## src/rtl/data_unit_param.sv

```systemverilog
// Parametrised register file / ALU / RAM datapath with registered flags,
// carry chaining and an iterative shift-add multiplier behind a busy/done handshake.
module data_unit_param #(
  parameter int WIDTH     = 8,
  parameter int REG_COUNT = 4,
  parameter int RAM_DEPTH = 16,
  localparam int RSEL = $clog2(REG_COUNT),
  localparam int AW   = $clog2(RAM_DEPTH),
  localparam int CW   = $clog2(WIDTH)
) (
  input  logic             clk,
  input  logic             reset,
  input  logic             load_enable,
  input  logic [3:0]       operation_select,
  input  logic [RSEL-1:0]  a_select,
  input  logic [RSEL-1:0]  b_select,
  input  logic [RSEL-1:0]  destination_select,
  input  logic [WIDTH-1:0] constant_in,
  input  logic             mb_select,
  input  logic             md_select,
  input  logic             write_ram_enable,
  output logic [WIDTH-1:0] output_data,
  output logic             zero_flag,
  output logic             carrier_flag,
  output logic             negative_flag,
  output logic             busy,
  output logic             done
);

  localparam logic [3:0] OP_ADD = 4'b0000, OP_SUB = 4'b0001, OP_AND = 4'b0010,
                         OP_OR  = 4'b0011, OP_PSB = 4'b0100, OP_XOR = 4'b0101,
                         OP_NOT = 4'b0110, OP_SHL = 4'b0111, OP_SHR = 4'b1000,
                         OP_ADC = 4'b1001, OP_SBB = 4'b1010, OP_MUL = 4'b1011;

  typedef enum logic {IDLE, MUL_RUN} state_t;

  logic [WIDTH-1:0]   regs_q [REG_COUNT];
  logic [WIDTH-1:0]   regs_d [REG_COUNT];
  logic [WIDTH-1:0]   mem_q  [RAM_DEPTH];
  logic [WIDTH-1:0]   a_bus, b_bus, b_add, d_bus, alu_r, ram_rd;
  logic               alu_c, cin, ram_we;
  logic [WIDTH:0]     sum;
  state_t             state_q, state_d;
  logic [CW-1:0]      cnt_q, cnt_d;
  logic [2*WIDTH-1:0] acc_q, acc_d, mcand_q, mcand_d, acc_sum;
  logic [WIDTH-1:0]   mplier_q, mplier_d;
  logic [RSEL-1:0]    mdest_q, mdest_d;
  logic [WIDTH-1:0]   out_q, out_d;
  logic               zero_q, zero_d, carry_q, carry_d, neg_q, neg_d, done_q, done_d;

  // Operand buses and single-cycle ALU
  always_comb begin
    a_bus  = regs_q[a_select];
    b_bus  = mb_select ? constant_in : regs_q[b_select];
    ram_rd = mem_q[a_bus[AW-1:0]];
    b_add  = b_bus;
    cin    = 1'b0;
    case (operation_select)
      OP_SUB:  begin b_add = ~b_bus; cin = 1'b1; end
      OP_ADC:  cin = carry_q;
      OP_SBB:  begin b_add = ~b_bus; cin = carry_q; end
      default: ;
    endcase
    sum   = {1'b0, a_bus} + {1'b0, b_add} + {{WIDTH{1'b0}}, cin};
    alu_r = a_bus;
    alu_c = 1'b0;
    case (operation_select)
      OP_ADD, OP_SUB, OP_ADC, OP_SBB: begin alu_r = sum[WIDTH-1:0]; alu_c = sum[WIDTH]; end
      OP_AND:  alu_r = a_bus & b_bus;
      OP_OR:   alu_r = a_bus | b_bus;
      OP_XOR:  alu_r = a_bus ^ b_bus;
      OP_PSB:  alu_r = b_bus;
      OP_NOT:  alu_r = ~a_bus;
      OP_SHL:  begin alu_r = {a_bus[WIDTH-2:0], 1'b0}; alu_c = a_bus[WIDTH-1]; end
      OP_SHR:  begin alu_r = {1'b0, a_bus[WIDTH-1:1]}; alu_c = a_bus[0]; end
      default: ;
    endcase
    d_bus = md_select ? ram_rd : alu_r;
  end

  // Next-state: single-cycle writes in IDLE, one shift-add step per MUL_RUN cycle
  always_comb begin
    state_d  = state_q;
    cnt_d    = cnt_q;
    acc_d    = acc_q;
    mcand_d  = mcand_q;
    mplier_d = mplier_q;
    mdest_d  = mdest_q;
    regs_d   = regs_q;
    out_d    = out_q;
    zero_d   = zero_q;
    carry_d  = carry_q;
    neg_d    = neg_q;
    done_d   = 1'b0;
    ram_we   = 1'b0;
    acc_sum  = acc_q;
    case (state_q)
      IDLE: begin
        ram_we = write_ram_enable;
        if (load_enable) begin
          if (!md_select && operation_select == OP_MUL) begin
            state_d  = MUL_RUN;
            cnt_d    = CW'(WIDTH - 1);
            acc_d    = '0;
            mcand_d  = {{WIDTH{1'b0}}, a_bus};
            mplier_d = b_bus;
            mdest_d  = destination_select;
          end else begin
            regs_d[destination_select] = d_bus;
            out_d = d_bus;
            if (!md_select) begin
              zero_d  = (alu_r == '0);
              neg_d   = alu_r[WIDTH-1];
              carry_d = alu_c;
            end
          end
        end
      end
      MUL_RUN: begin
        acc_sum  = acc_q + (mplier_q[0] ? mcand_q : '0);
        acc_d    = acc_sum;
        mcand_d  = mcand_q << 1;
        mplier_d = mplier_q >> 1;
        if (cnt_q == '0) begin
          regs_d[mdest_q] = acc_sum[WIDTH-1:0];
          out_d   = acc_sum[WIDTH-1:0];
          zero_d  = (acc_sum[WIDTH-1:0] == '0);
          neg_d   = acc_sum[WIDTH-1];
          carry_d = |acc_sum[2*WIDTH-1:WIDTH];
          done_d  = 1'b1;
          state_d = IDLE;
        end else begin
          cnt_d = cnt_q - CW'(1);
        end
      end
      default: state_d = IDLE;
    endcase
  end

  always_ff @(posedge clk or posedge reset) begin
    if (reset) begin
      state_q  <= IDLE;
      cnt_q    <= '0;
      acc_q    <= '0;
      mcand_q  <= '0;
      mplier_q <= '0;
      mdest_q  <= '0;
      for (int i = 0; i < REG_COUNT; i++) regs_q[i] <= '0;
      out_q    <= '0;
      zero_q   <= 1'b0;
      carry_q  <= 1'b0;
      neg_q    <= 1'b0;
      done_q   <= 1'b0;
    end else begin
      state_q  <= state_d;
      cnt_q    <= cnt_d;
      acc_q    <= acc_d;
      mcand_q  <= mcand_d;
      mplier_q <= mplier_d;
      mdest_q  <= mdest_d;
      regs_q   <= regs_d;
      out_q    <= out_d;
      zero_q   <= zero_d;
      carry_q  <= carry_d;
      neg_q    <= neg_d;
      done_q   <= done_d;
    end
  end

  // RAM is deliberately not reset; a same-cycle load sees the pre-edge word
  always_ff @(posedge clk) begin
    if (ram_we) mem_q[a_bus[AW-1:0]] <= b_bus;
  end

  assign output_data   = out_q;
  assign zero_flag     = zero_q;
  assign carrier_flag  = carry_q;
  assign negative_flag = neg_q;
  assign busy          = (state_q == MUL_RUN);
  assign done          = done_q;

endmodule
```

## config.mk

```make
export PLATFORM = sky130hd
export DESIGN_NAME = data_unit_param
export DESIGN_NICKNAME = d
export VERILOG_FILES = /design/src/rtl/data_unit_param.sv
export SDC_FILE = /design/constraint.sdc
export NUM_CORES = 1
export LEC_CHECK = 0
export CAP_MARGIN = 40
export CORE_ASPECT_RATIO = 0.75
export CORE_MARGIN = 1.5
export CORE_UTILIZATION = 55
export CTS_BUF_LIST = sky130_fd_sc_hd__clkbuf_4 sky130_fd_sc_hd__clkbuf_8
export DETAILED_ROUTE_END_ITERATION = 8
export GPL_ROUTABILITY_DRIVEN = 0
export PLACE_DENSITY = 0.73
export SLEW_MARGIN = 5
export SYNTH_ARGS = -nofsm -noshare
export SYNTH_HDL_FRONTEND = slang
export SYNTH_SLANG_ARGS = --single-unit
export TNS_END_PERCENT = 1
```

## constraint.sdc

```tcl
create_clock -name clk -period 11.3 [get_ports clk]
set_clock_uncertainty 0.15 [all_clocks]
set_input_delay 1.695 -clock clk [delete_from_list [all_inputs] [get_ports clk]]
set_output_delay 1.695 -clock clk [all_outputs]
set_load 0.05 [all_outputs]
```

==> results of run 1 <==
==> kinds of logic (layout without fill, tap and decap cells) <==
kind of cell	count (synthesis)	in the layout	synth area share
multiplexers	79	79	0.1078
AND/OR/NAND/NOR	313	313	0.1255
XOR/XNOR	24	24	0.01775
adder cells (fa/ha/maj)	44	44	0.04819
AO/OA/AOI/OAI	275	275	0.1538
flip-flops	218	218	0.5148
buffers and inverters	92	150	0.03212
==> sequential cells by signal (all words and copies together), names as in the netlist <==
| name | count |
|---|---|
| acc_q | 16 |
| busy | 1 |
| carrier_flag | 1 |
| cnt_q | 3 |
| done | 1 |
| mcand_q | 16 |
| mdest_q | 2 |
| mem_q | 128 |
| mplier_q | 8 |
| negative_flag | 1 |
| output_data | 8 |
| regs_q | 32 |
| zero_flag | 1 |
==> synthesized netlist by cell type, drive strengths merged, types with 14 or more instances <==
cell,n,area [µm²]
ha,40,500.5
edfxtp,128,3844
clkbuf,37,138.9
nor2b,14,87.58
o21ai,80,400.4
nand2,116,435.4
nand3,15,75.07
nor2,79,296.5
mux2i,36,360.4
a21oi,53,265.3
xnor2,19,166.4
mux4,38,859.6
and2,26,162.7
a31oi,20,125.1
a22oi,14,105.1
inv,37,138.9
dfrtp,90,2252
buf,16,95.09
==> power breakdown <==
part | internal [mW] | switching (mW) | total (mW)
logic | 0.499 | 0.896 | 1.39
registers | 1.04 | 0.121 | 1.16
clock network | 0.358 | 0.325 | 0.683
total | 1.89 | 1.34 | 3.24
==> area by class of cell <==
cell class / count / area, µm²
clock buffers: 46 / 576.8
clock inverters: 12 / 96.34
fillers: 1656 / 7971
inverters: 39 / 148.9
multi-input cells: 735 / 5364
flip-flops and latches: 218 / 6097
well taps: 288 / 360.3
repair buffers: 53 / 508.0
==> worst reg2reg max path, cell delays in order, from the launching register on <==
cell and delay, ns:
dfrtp_1 0.40, mux4_2 0.48, mux2i_1 0.37, inv_1 0.40, xnor2_1 0.32, fa_1 0.24
inv_1 0.07, fa_1 0.46, a211o_1 0.29, a211oi_1 0.35, o21a_1 0.18, o21ai_0 0.10
a221oi_1 0.70, o21ai_0 0.18, a31oi_1 0.19
==> how the worst min path moves through the flow <==
stage	cells after the start	slack, ns	end	startpoint
final	2	0.34	mplier_q[3]$_DFFE_PP0P_	mplier_q[4]$_DFFE_PP0P_
after global routing	2	0.37	mcand_q[12]$_DFFE_PP0P_	mcand_q[11]$_DFFE_PP0P_
after CTS	2	0.34	mplier_q[3]$_DFFE_PP0P_	mplier_q[4]$_DFFE_PP0P_
after detailed placement	2	0.33	mplier_q[3]$_DFFE_PP0P_	mplier_q[4]$_DFFE_PP0P_
after global placement	2	0.32	mplier_q[4]$_DFFE_PP0P_	mplier_q[5]$_DFFE_PP0P_
after floorplan	2	0.30	mplier_q[0]$_DFFE_PP0P_	mplier_q[1]$_DFFE_PP0P_
==> stage by stage <==
stage          total power, mW  instances  instance area (µm²)  hold WS (ns)
6_report                 3.236       1391                13150        0.3393
3_3_place_gp             2.487       1329                12430        0.3211
2_1_floorplan            2.091       1045                11840        0.3002
4_1_cts                  3.206       1390                13140        0.3423
3_5_place_dp             2.520       1332                12470        0.3252
5_1_grt                  3.381       1391                13150        0.3718
==> metal layers <==
layer,up-vias,GRT usage
met5,-,0.02174
met4,0,0.07775
met3,60,0.09797
met2,552,0.4111
met1,4446,0.4466
li1,4034,-
==> results_dict.tcl, run 1 <==
set metrics [dict create \
    io-pin-count 37 \
    crit_path_end_kind "register" \
    critPathLaunch "b_select[0]" \
    cts.hold.buffers_added 0 \
    postRouteAntennaNets 0 \
    startpoint_type "primary input" \
    r2r-end "regs_q[22]$_DFFE_PP0P_" \
    final_util 0.6226 \
    max_stage_delay_ns 0.79 \
    wl_per_cell_um 23.47 \
    grt_pass1_wl_mm 49.05 \
    final_nets 1149 \
    crit_slowest_cell "clkdlybuf4s50_1" \
    fin_crit_ns 6.583 \
    netlist_instances 1045 \
    drt-vias-per-instance 6.536 \
    die_w_um 172.4 \
    chipHeight_um 130.1 \
    top_layer "met4" \
    drv_cap 0 \
    slew_violations 0 \
    rsz0062_at_grt "no" \
    firstDrtPassIters 6 \
    h-tree-depth 2 \
    power_density_nw_per_um2 246.1 \
    dp_hpwl_mm 22.50 \
    synth_edf_count 128 \
    fin_crit_sh 0.5825 \
    critical_path.max_fanout 18 \
    cts_resized 0 \
    final_layout_size_suffix_gt1_frac 0.1170 \
    grt.total_usage 0.2972 \
    cts_made_buffers 35 \
    tns_ns 0 \
    layout_common_cells "128 x edfxtp_1, 116 x nand2_1, 89 x dfrtp_1" \
    ctsRootBufferMaster "clkbuf_8" \
    drcViolationCount 0 \
    critPathKind "primary input to register" \
    post_cts_buffers 0 \
    worstMarginPinSlew_ns 0.9408 \
    synth_async_sr_flop_share 0.4128 \
    endpoint "regs_q[22]$_DFFE_PP0P_" \
    fmax_mhz 151.9 \
    post-place-ws_ns 4.275 \
    layout_commonest_cell "edfxtp_1" \
    diodes 0 \
    yosysUniqueCellTypes 77 \
    worst_ep_required_time_ns 11.64 \
    totalWireLength_mm 32.65 \
    max_slew_margin 0.3662 \
    ys_ff_latch 218 \
    synth_flop_cell "edfxtp_1" \
    arrival_ns 6.92 \
    drt_iter0_markers 1219 \
    clk_path_buf_depth 3 \
    port_buffers 36 \
    syn_nets 1112 \
    cts_tree "built" \
    start_util 0.5605 \
    reg2regPathDepth 14 \
    grt_pass1_vias 8346 \
    grt_max_degree 55 \
    critPathBufInv 3 \
    status "finished, final reports clean" \
    cpLargestDelayFamily "compound AO/OA/AOI/OAI gates" \
    met1_length_mm 14.39 \
    cp_num_cells 15 \
    reg2reg_slack_ns 6.34 \
    finalHoldViolCount 0 \
    yosysSeqAreaShare 0.5148 \
    clk_pin_slew_ns 0.07 \
    min_path_type "register to register" \
    irDropWorstVdd_uv 159.8 \
    rows 46 \
    grt_overflow_total 0 \
    num_vias 9092 \
    insertion_delay_ns 0.56 \
    yosys_warnings 0 \
    setup_viol 0 \
    reg2reg_from "regs_q[0]$_DFFE_PP0P_" \
    p_leak_nw 4.976 \
    antenna_found_initial 0 \
    cp_cell_sequence "clkdlybuf4s50_1 > mux4_2 > mux2i_1 > inv_1 > xnor2_1 > fa_1 > inv_1 > fa_1 > a211o_1 > a211oi_1 > o21a_1 > o21ai_0 > a221oi_1 > o21ai_0 > a31oi_1" \
    core_um2 21120 \
    setup_ws_ns 4.717 \
    postSynthAreaPerCell_um2 11.33 \
    met2_length_mm 13.64 \
    dieArea_um2 22430 \
    netlist_area_um2 11840 \
    area_delta_synth_final_pct 11.08 \
    cts_sinks 218 \
    routed-wl-met3_mm 4.018 \
]
Power figures use the tool's default switching activity.
==> run 2, diff against run 1 <==
PLACE_DENSITY = 0.75   (was 0.73)
clock period = 5.5 ns   (was 11.3 ns; I/O delays follow)
==> run 2 against run 1 <==
Against the previous run: cell count is 1.8% higher; critical path type unchanged; critical endpoint is now regs_q[9]$_DFFE_PP0P_; first-iteration DRC count is 5.0% lower; count of clock-buffer cells in the layout increased by 7; hold slack worse by 0.0083 ns.
==> results_dict.tcl, run 2 (synthesized netlist as in run 1, its figures left out) <==
set metrics [dict create \
    wl_per_cell_um 22.57 \
    clk_path_buf_depth 3 \
    grt_overflow_total 0 \
    startpoint_type "primary input" \
    critical_path.max_fanout 8 \
    cp_num_cells 14 \
    clk_pin_slew_ns 0.06 \
    setup_viol 0 \
    grt_pass1_wl_mm 49.38 \
    diodes 0 \
    grt_pass1_vias 8557 \
    drcViolationCount 0 \
    max_stage_delay_ns 0.49 \
    postRouteAntennaNets 0 \
    r2r-end "regs_q[9]$_DFFE_PP0P_" \
    critPathBufInv 3 \
    crit_path_end_kind "register" \
    io-pin-count 37 \
    fin_crit_sh 0.8555 \
    min_path_type "register to register" \
    cts_sinks 218 \
    reg2reg_from "regs_q[16]$_DFFE_PP0P_" \
    post-place-ws_ns 0.3428 \
    cp_cell_sequence "clkdlybuf4s50_1 > inv_1 > or3_1 > a21oi_1 > xnor2_1 > fa_1 > inv_1 > fa_1 > maj3_1 > o22a_1 > o32ai_1 > o221ai_1 > a32oi_1 > a21oi_1" \
    cts.hold.buffers_added 0 \
    port_buffers 36 \
    crit_slowest_cell "clkdlybuf4s50_1" \
    tns_ns 0 \
    layout_common_cells "128 x edfxtp_1, 116 x nand2_1, 89 x dfrtp_1" \
    reg2regPathDepth 13 \
    core_um2 21120 \
    status "finished, final reports clean" \
    reg2reg_slack_ns 1.23 \
    endpoint "regs_q[9]$_DFFE_PP0P_" \
    dieArea_um2 22430 \
    grt_max_degree 58 \
    totalWireLength_mm 31.96 \
    final_nets 1174 \
    ctsRootBufferMaster "clkbuf_8" \
    instances_no_fill 1416 \
    rsz0062_at_grt "no" \
    placed_cells 1358 \
    worst_ep_required_time_ns 5.75 \
    final_util 0.6310 \
    fin_crit_ns 4.705 \
    total_power_mw 6.689 \
    layout_commonest_cell "edfxtp_1" \
    irDropWorstVdd_uv 374.0 \
    max_slew_margin 0.3650 \
    drv_cap 0 \
    drt_iter0_markers 1158 \
    num_vias 9132 \
    hold_path_depth 2 \
    worstMarginPinSlew_ns 0.9425 \
    final_layout_size_suffix_gt1_frac 0.1374 \
    cts_resized 0 \
    firstDrtPassIters 6 \
    cts_tree "built" \
    grt.total_usage 0.2966 \
    area_delta_synth_final_pct 12.58 \
    critPathKind "primary input to register" \
    arrival_ns 4.96 \
    finalHoldViolCount 0 \
    cts_made_buffers 35 \
    chipHeight_um 130.1 \
    h-tree-depth 2 \
    power_density_nw_per_um2 501.8 \
    drt-vias-per-instance 6.449 \
    whs_ns 0.3310 \
    antenna_found_initial 0 \
    critPathLaunch "operation_select[0]" \
    insertion_delay_ns 0.56 \
    fmax_mhz 212.5 \
    start_util 0.5605 \
    rows 46 \
    setup_ws_ns 0.7945 \
    largest_reg_flops 128 \
    dp_hpwl_mm 22.16 \
    post_cts_buffers 0 \
    slew_violations 0 \
    cpLargestDelayFamily "compound AO/OA/AOI/OAI gates" \
    p_leak_nw 5.096 \
    final_area_um2 13330 \
    die_w_um 172.4 \
    dpl-instance-area_um2 12640 \
]
==> run 2: cell types whose count changed in the layout (fill, tap and decap cells not counted) <==
cell        previous run  this run
clkbuf_4              10        13
inv_4                  1         0
inv_6                  0         2
clkinvlp_4             1         0
clkinv_1               5         4
buf_16                 1         0
clkinv_2               5         1
bufinv_16              1         0
buf_4                 15        42
clkbuf_8              37        40
inv_8                  2         1
==> run 2: worst min-delay path by stage <==
stage / slack (ns) / end / from
2_1_floorplan: 0.30 / mplier_q[0]$_DFFE_PP0P_ / mplier_q[1]$_DFFE_PP0P_
6_report: 0.33 / mplier_q[1]$_DFFE_PP0P_ / mplier_q[2]$_DFFE_PP0P_
3_3_place_gp: 0.32 / mplier_q[2]$_DFFE_PP0P_ / mplier_q[3]$_DFFE_PP0P_
3_5_place_dp: 0.32 / mplier_q[5]$_DFFE_PP0P_ / mplier_q[6]$_DFFE_PP0P_
4_1_cts: 0.33 / mplier_q[1]$_DFFE_PP0P_ / mplier_q[2]$_DFFE_PP0P_
5_1_grt: 0.36 / mplier_q[5]$_DFFE_PP0P_ / mplier_q[6]$_DFFE_PP0P_
==> run 2: cell type report <==
cell class | count | area [µm²]
clock buffers | 53 | 648.1
clock inverters | 5 | 36.28
fillers | 1656 | 7794
inverters | 39 | 147.6
multi-input cells | 735 | 5364
flip-flops and latches | 218 | 6097
well taps | 288 | 360.3
repair buffers | 78 | 675.6
==> run 2: power breakdown <==
| part | switching, mW | total [mW] | internal, mW |
|---|---|---|---|
| combinational | 1.82 | 2.90 | 1.08 |
| clock | 0.662 | 1.42 | 0.755 |
| sequential | 0.240 | 2.37 | 2.13 |
| total | 2.72 | 6.69 | 3.97 |
==> run 2: layer usage <==
metal,track usage,vias to the layer above,wire [µm]
li1,-,4080,-
met1,0.4617,4431,14340
met2,0.4054,549,13140
met3,0.07552,72,3680
met4,0.09156,0,790
met5,0,-,0
==> run 2: worst register-to-register path, stage by stage, from the launching register on <==
cell,delay [ns]
dfrtp_1,0.41
mux4_2,0.53
mux2i_1,0.20
inv_1,0.09
xnor2_1,0.15
fa_1,0.42
inv_1,0.09
fa_1,0.40
maj3_1,0.36
o22a_1,0.20
o32ai_1,0.45
o221ai_1,0.33
a32oi_1,0.25
a21oi_1,0.09
==> run 3, diff against run 2 <==
--- a/config.mk
+++ b/config.mk
@@ -9,4 +9,3 @@
 export CORE_ASPECT_RATIO = 0.75
-export CORE_MARGIN = 1.5
-export CORE_UTILIZATION = 55
+export CORE_UTILIZATION = 58
 export CTS_BUF_LIST = sky130_fd_sc_hd__clkbuf_4 sky130_fd_sc_hd__clkbuf_8
@@ -14,3 +13,3 @@
 export GPL_ROUTABILITY_DRIVEN = 0
-export PLACE_DENSITY = 0.75
+export PLACE_DENSITY = 0.79
 export SLEW_MARGIN = 5
--- a/constraint.sdc
+++ b/constraint.sdc
@@ -4,2 +4,2 @@
 set_output_delay 0.825 -clock clk [all_outputs]
-set_load 0.05 [all_outputs]
+set_load 0.02 [all_outputs]
==> run 3 against run 2 <==
Against the previous run: cell area decreased by 0.36%; cell count decreased by 2.3%; global-route usage increased by 1.3 points; sequential share of layout area increased by 0.16 points.
==> results_dict.tcl, run 3 (synthesized netlist as in run 1, its figures left out) <==
set metrics [dict create \
    status "finished, final reports clean" \
    port_buffers 36 \
    drt_iter0_markers 1319 \
    cts_resized 0 \
    tns_ns 0 \
    io-pin-count 37 \
    largest_reg_flops 128 \
    fin_crit_sh 0.8603 \
    rsz0062_at_grt "no" \
    layout_common_cells "128 x edfxtp_1, 116 x nand2_1, 89 x dfrtp_1" \
    hold_start "mplier_q[2]$_DFFE_PP0P_" \
    critPathLaunch "b_select[0]" \
    crit_path_end_kind "register" \
    h-tree-depth 2 \
    fmax_mhz 211.3 \
    grt_max_degree 68 \
    die_w_um 167.0 \
    crit_slowest_cell "mux4_2" \
    worst_ep_required_time_ns 5.76 \
    start_util 0.6024 \
    postRouteAntennaNets 0 \
    post_cts_buffers 0 \
    chipHeight_um 125.7 \
    slew_violations 0 \
    clk_path_buf_depth 3 \
    irDropWorstVdd_uv 340.0 \
    arrival_ns 4.99 \
    antenna_found_initial 1 \
    startpoint_type "primary input" \
    firstDrtPassIters 6 \
    dp_hpwl_mm 21.94 \
    totalWireLength_mm 31.74 \
    cts_made_buffers 35 \
    area_delta_synth_final_pct 12.17 \
    drv_cap 0 \
    critPathKind "primary input to register" \
    drcViolationCount 0 \
    setup_viol 0 \
    worstMarginPinSlew_ns 0.9534 \
    p_leak_nw 5.093 \
    grt_pass1_wl_mm 49.67 \
    dieArea_um2 21000 \
    layout_commonest_cell "edfxtp_1" \
    final_nets 1172 \
    final_layout_size_suffix_gt1_frac 0.1362 \
    diodes 0 \
    fin_crit_ns 4.732 \
    multi_input_area_um2 5364 \
    num_vias 9338 \
    wl_per_cell_um 22.93 \
    grt.total_usage 0.3099 \
    rows 44 \
    fill_cells 1408 \
    whs_ns 0.3317 \
    final-seq-area_um2 6097 \
    cp_cell_sequence "clkdlybuf4s50_1 > mux4_2 > mux2i_1 > inv_1 > xnor2_1 > fa_1 > inv_1 > fa_1 > maj3_1 > o22a_1 > o32ai_1 > o221ai_1 > a32oi_1 > a21oi_1" \
    min_path_type "register to register" \
    finalHoldViolCount 0 \
    cts_sinks 218 \
    clk_pin_slew_ns 0.06 \
    core_um2 19650 \
    max_slew_margin 0.3598 \
    max_stage_delay_ns 0.53 \
    drt-vias-per-instance 6.747 \
    critical_path.max_fanout 5 \
    ctsRootBufferMaster "clkbuf_8" \
    grt_pass1_vias 8830 \
    grt_overflow_total 0 \
    insertion_delay_ns 0.55 \
    reg2reg_from "regs_q[16]$_DFFE_PP0P_" \
    cts.hold.buffers_added 0 \
    power_density_nw_per_um2 498.1 \
    cts_tree "built" \
]
## run 3: routing by layer
layer  up-vias  GRT usage  routed length (µm)
met1      4528     0.4667               13680
li1       4087          -                   -
met5         -          0                  11
met3       101    0.07542                3785
met4         2     0.1204                1101
met2       620     0.4322               13160
## run 3: final timing paths
check                                     endpoint  slack, ns  depth (start not counted)
hold reg to reg            mplier_q[1]$_DFFE_PP0P_       0.33                          2
setup / recovery            regs_q[17]$_DFFE_PP0P_       0.77                         14
setup reg to reg            regs_q[17]$_DFFE_PP0P_       1.19                         13
hold / removal             mplier_q[1]$_DFFE_PP0P_       0.33                          2
min in group asynchronous   mdest_q[1]$_DFFE_PP0P_       0.55                          2
max in group asynchronous           busy$_DFF_PP0_       3.52                          3
## run 3: cell type report
type / count / share of cell area
flip-flops and latches: 218 / 0.4591
clock buffers: 47 / 0.04399
clock inverters: 16 / 0.008384
repair buffers: 76 / 0.04974
well taps: 253 / 0.02383
inverters: 39 / 0.01112
multi-input cells: 735 / 0.4039
## run 3: power breakdown
part / switching, mW / internal, mW / total [mW]
combinational: 1.74 / 1.08 / 2.81
clock: 0.666 / 0.748 / 1.41
sequential: 0.255 / 2.13 / 2.39
total: 2.66 / 3.96 / 6.61
## run 3: worst max-delay path: cells and delay by family
family	cells	cell delay, ns
compound gates	5	1.34
fa+ha+maj	3	1.19
buf+inv	3	0.74
mux	2	0.73
xor+xnor	1	0.16
## run 3: through the flow
step / setup slack [ns] / util / power, mW / area [µm²] / std cells
2_1_floorplan: 0.3832 / - / 4.197 / 11840 / 1045
3_3_place_gp: 0.4022 / 0.6400 / 5.041 / 12580 / 1320
3_5_place_dp: 0.2770 / 0.6404 / 5.126 / 12590 / 1321
4_1_cts: 0.8398 / 0.6758 / 6.543 / 13280 / 1384
5_1_grt: 0.5755 / 0.6758 / 6.917 / 13280 / 1384
6_report: 0.7684 / 0.6758 / 6.615 / 13280 / 1384
